## config.mk

```make
export PLATFORM = sky130hd
export DESIGN_NAME = fetch_unit
export DESIGN_NICKNAME = d
export VERILOG_FILES = /design/src/rtl/fetch_unit.sv
export SDC_FILE = /design/constraint.sdc
export NUM_CORES = 1
export LEC_CHECK = 0
export CAP_MARGIN = 20
export CORE_UTILIZATION = 48
export DETAILED_ROUTE_END_ITERATION = 10
export PLACE_DENSITY = 0.8
export REMOVE_ABC_BUFFERS = 1
export SLEW_MARGIN = 20
export SYNTH_ARGS = -nofsm -noshare
export SYNTH_HDL_FRONTEND = slang
export SYNTH_SLANG_ARGS = --single-unit
```

## constraint.sdc

```tcl
create_clock -name clk -period 2.4 [get_ports clk]
set_input_delay 0.48 -clock clk [delete_from_list [all_inputs] [get_ports clk]]
set_output_delay 0.48 -clock clk [all_outputs]
set_load 0.02 [all_outputs]
```

## src/rtl/fetch_unit.sv

```systemverilog
// Instruction-fetch stage: owns the PC, addresses the IRAM, and pairs the
// registered IRAM read data with the PC that produced it for decode.
//
// Handshake: if_valid qualifies if_pc/if_instr in the same cycle. While
// stall is high, decode is not taking the pair, so the pair is held
// stable. redirect is sampled on the clock edge and does not change
// if_valid in the cycle where it is raised. Decode must ignore the
// current pair whenever it raises redirect itself.
module fetch_unit #(
  parameter int          ADDR_W   = 8,
  parameter logic [31:0] RESET_PC = 32'h0000_0000
) (
  input  logic              clk,
  input  logic              clear,
  input  logic              stall,
  input  logic              redirect,
  input  logic [31:0]       redirect_pc,
  output logic [ADDR_W-1:0] imem_addr,
  input  logic [31:0]       imem_rdata,
  output logic              if_valid,
  output logic [31:0]       if_pc,
  output logic [31:0]       if_instr,
  output logic              halted,
  output logic [1:0]        dbg_state
);

  typedef enum logic [1:0] {
    ST_BOOT = 2'd0,
    ST_RUN  = 2'd1,
    ST_HOLD = 2'd2,
    ST_HALT = 2'd3
  } state_t;

  state_t      state_q, state_d;
  logic [31:0] pc_q, pc_d;            // address being presented to IRAM
  logic [31:0] pc_d1_q, pc_d1_d;      // PC whose data is on imem_rdata
  logic        valid_d1_q, valid_d1_d;
  logic [31:0] hold_instr_q, hold_instr_d;
  logic        halted_q, halted_d;

  // State registers; clear is asynchronous and active-low.
  always_ff @(posedge clk or negedge clear) begin
    if (!clear) begin
      state_q      <= ST_BOOT;
      pc_q         <= RESET_PC;
      pc_d1_q      <= 32'h0;
      valid_d1_q   <= 1'b0;
      hold_instr_q <= 32'h0;
      halted_q     <= 1'b0;
    end else begin
      state_q      <= state_d;
      pc_q         <= pc_d;
      pc_d1_q      <= pc_d1_d;
      valid_d1_q   <= valid_d1_d;
      hold_instr_q <= hold_instr_d;
      halted_q     <= halted_d;
    end
  end

  // Next-state logic: redirect outranks stall and normal advance.
  always_comb begin
    state_d      = state_q;
    pc_d         = pc_q;
    pc_d1_d      = pc_d1_q;
    valid_d1_d   = valid_d1_q;
    hold_instr_d = hold_instr_q;
    halted_d     = halted_q;

    if ((state_q != ST_HALT) && redirect) begin
      if (redirect_pc[1:0] == 2'b00) begin
        // Kill the fetch in flight; the target shows up two edges later.
        pc_d       = redirect_pc;
        valid_d1_d = 1'b0;
        state_d    = ST_RUN;
      end else begin
        halted_d   = 1'b1;
        valid_d1_d = 1'b0;
        state_d    = ST_HALT;
      end
    end else begin
      case (state_q)
        ST_BOOT: begin
          // No valid output exists yet, so stall has nothing to hold.
          pc_d1_d    = pc_q;
          valid_d1_d = 1'b1;
          pc_d       = pc_q + 32'd4;
          state_d    = ST_RUN;
        end
        ST_RUN: begin
          if (!stall) begin
            pc_d1_d    = pc_q;
            valid_d1_d = 1'b1;
            pc_d       = pc_q + 32'd4;
          end else if (valid_d1_q) begin
            // Capture the instruction being held; IRAM keeps reading pc_q.
            hold_instr_d = imem_rdata;
            state_d      = ST_HOLD;
          end
        end
        ST_HOLD: begin
          if (!stall) begin
            // imem_rdata already carries the word at pc_q, nothing is lost.
            pc_d1_d    = pc_q;
            valid_d1_d = 1'b1;
            pc_d       = pc_q + 32'd4;
            state_d    = ST_RUN;
          end
        end
        default: begin
          // HALT: frozen until clear.
        end
      endcase
    end
  end

  // Outputs decoded from registered state only.
  always_comb begin
    imem_addr = pc_q[ADDR_W+1:2];
    if_pc     = pc_d1_q;
    halted    = halted_q;
    dbg_state = state_q;
    if_valid  = 1'b0;
    if_instr  = imem_rdata;
    case (state_q)
      ST_RUN:  if_valid = valid_d1_q;
      ST_HOLD: begin
        if_valid = 1'b1;
        if_instr = hold_instr_q;
      end
      default: if_valid = 1'b0;
    endcase
  end

endmodule
```

==> flow_summary.json <==
{
  "hold_class": "reg2reg",
  "grt_start_max_net_pins": 59,
  "row_count": 37,
  "synthDominantCellAreaShare": 0.4876,
  "setup.worst_path.start_class": "flip-flop",
  "critical_path_fanout_max": 4,
  "run_status": "complete, no violations",
  "unrepaired_setup_endpoints_after_global_routing": "false",
  "drt_drc_violations_left": 0,
  "synth_async_sr_flop_share": 1.000,
  "ys_ff_latch": 100,
  "worstPathRequired_ps": 1920,
  "synthesis.area_per_instance_um2": 11.04,
  "drt_iter0_markers": 222,
  "root_buffer": "sky130_fd_sc_hd__clkbuf_8",
  "io_count": 144,
  "cp_data_arrival_time_ps": 1800,
  "layout.filler_cells": 811,
  "initial_cell_density_of_the_core": 0.4972,
  "cts_max_level": 3,
  "number_of_failing_setup_endpoints_in_the_final_timing_report": 0,
  "fmax_ghz": 0.4379,
  "area.growth.synth_to_final_pct": 33.37,
  "fp.dieArea_mm2": 0.01111,
  "drt_pre_antenna_iters": 4,
  "tritoncts_num_sinks": 100,
  "worst_clock_skew_ps": 13.47,
  "synth_ff_type": "sky130_fd_sc_hd__dfrtp_1",
  "grt_antenna_before_repair": 0,
  "cts_buffer_depth": 2,
  "dpl_cell_area_mm2": 0.006719,
  "post_synth_most_frequent_cells": "sky130_fd_sc_hd__dfrtp_1, sky130_fd_sc_hd__mux2_2, sky130_fd_sc_hd__a21oi_1",
  "first_global_vias": 4180,
  "finalMaxSlewViolations": 0,
  "inserted_diodes": 0,
  "synthesis.yosys.warnings": 0,
  "place.detailed.hpwl_mm": 9.135,
  "core-area_mm2": 0.01032,
  "detailroute.via_count": 4182,
  "hold_violations": 0,
  "critical_path.endpoint_type": "output port",
  "vdd.ir_drop.worst_uv": 814.8,
  "synth_area_mm2": 0.005132,
  "layout_cells_sized_above_1": 0.2829,
  "track_usage": 0.2402,
  "synthMostInstantiatedCell": "sky130_fd_sc_hd__dfrtp_1",
  "power_per_cell_area_mw_per_mm2": 1318,
  "synth.largest_area_cell": "sky130_fd_sc_hd__dfrtp_1",
  "post_synth_num_cell_types": 46,
  "worst_skew_pair_latency_ps": 360,
  "postLayoutCoreUtil": 0.6631,
  "cts_tree": "done",
  "maxCapViolCount": 0,
  "die_wd_um": 105.4,
  "avgViaCountPerCell": 5.674,
  "postRouteAntennaNets": 0,
  "timing.setup.critical_path_class": "reg2out",
  "die_height_um": 105.4,
  "cts_inserted_buffers": 9,
  "first_pass_grt_wire_length_mm": 21.13,
  "wire_per_inst_um": 17.44,
  "finalNetCount": 670,
  "p_leak_nw": 2.795,
  "slew_headroom": 0.5987,
  "post-route-min-period_ps": 2284,
  "globalplace.congestion": 0.8168,
  "totalWireLength_mm": 12.85,
  "postLayoutCellArea_mm2": 0.006845,
  "transition_time_at_the_pin_with_the_least_slew_margin_ps": 596.4,
  "syn_inst": 465,
  "yosys-top-cells-area": "sky130_fd_sc_hd__dfrtp_1, sky130_fd_sc_hd__mux2_2, sky130_fd_sc_hd__a21oi_1",
  "synth_edf_count": 0,
  "seq_area_frac_synth": 0.4876,
  "period_share": 0.9515,
  "gr-total-overflow": 0,
  "port-buffer-count": 143,
  "cts.reportedPaths.clkPinSlew_ps": 90
}
-- report_power, final --
part           total, mW  internal (mW)  switching [mW]
Combinational       4.68           2.38            2.30
Sequential          3.16           2.48           0.681
Clock               1.18          0.616           0.565
Total               9.02           5.47            3.55
-- metal layers --
metal	routed length, um	global-route usage	part of all wire
met4	419	0.1087	0.033
met1	5534	0.3142	0.43
met3	511	0.02907	0.040
met5	0	0	0
met2	6388	0.4004	0.50
-- final cells by class --
type                       count  area (um2)  share of cell area
multi-input combinational    321        2430              0.3550
inverter                       4       15.01            0.002193
clock inverter                 4       72.57             0.01060
clock buffer                  12       145.1             0.02120
sequential                   100        2502              0.3656
tap                          136       170.2             0.02486
timing repair buffer         160        1510              0.2206
-- metrics by stage --
step	hold WS (ps)	total power [mW]	setup slack, ps	std cells	TNS (ps)
2_1_floorplan	184.4	5.892	-544.9	425	-34170
3_3_place_gp	368.8	7.768	100.3	717	0
3_5_place_dp	373.2	7.958	44.89	717	0
4_1_cts	486.0	9.156	0.5509	737	0
5_1_grt	502.7	9.582	24.54	737	0
6_report	481.3	9.020	116.4	737	0
-- flip-flops by register name (all words and copies together), names as in the netlist --
name,flops
hold_instr_q,32
pc_q,32
if_pc,32
halted,1
dbg_state,2
valid_d1_q,1
-- placed cells by master (no fill, tap or decap), drive strengths merged, types with 2 or more instances in the layout --
cell type	Yosys	final
clkdlybuf4s50	0	109
dfrtp	100	100
mux2	96	96
clkbuf	17	38
a21oi	35	35
nand2	30	30
o21ai	22	22
buf	23	22
nor2	17	17
nand4	16	16
nand3	15	15
nor3	13	13
o22ai	10	10
and2	6	6
or3	6	6
and4	6	6
ha	6	6
and3	5	5
a2bb2oi	5	5
a211oi	5	5
inv	4	4
a21o	3	3
nor4	3	3
a31oi	2	2
a311oi	2	2
o32ai	2	2
a22oi	2	2
bufinv	0	2
nor2b	2	2
-- cells by family (layout without fill, tap and decap cells) --
group                    count (synthesis)  count (layout)  share of synthesized area
flip-flops                             100             100                     0.4876
adder cells (fa/ha/maj)                  6               6                    0.01463
multiplexers                            96              96                     0.2106
AND/OR/NAND/NOR                        124             124                     0.1316
AO/OA/AOI/OAI                           95              95                     0.1119
buffers and inverters                   44             180                    0.04364
-- final timing paths --
kind	from	end	slack [ps]	depth (start not counted)
max	dbg_state[1]	if_valid	120	6
min	halted	halted	480	1
max reg2reg	pc_q[14]	pc_q[31]	270	5
min reg2reg	halted	halted	480	1
max in group asynchronous	clear	hold_instr_q[29]	1130	3
min in group asynchronous	clear	pc_q[13]	530	2
-- repair_timing --
action	CTS	global route
resized for setup	72	34
hold buffers	1	0
hold endpoints to repair	17	0
buffers inserted	2	0
setup endpoints to repair	33	32
pin swaps	1	0
cloned	1	0
-- worst max-delay path, stage by stage, from the launching register on --
cell	delay, ps
sky130_fd_sc_hd__dfrtp_1	420
sky130_fd_sc_hd__buf_4	170
sky130_fd_sc_hd__inv_1	100
sky130_fd_sc_hd__ha_1	240
sky130_fd_sc_hd__a21oi_1	90
sky130_fd_sc_hd__nor2b_1	100
sky130_fd_sc_hd__dlygate4sd2_1	330
Note: power is estimated with default switching activity, not from simulation.
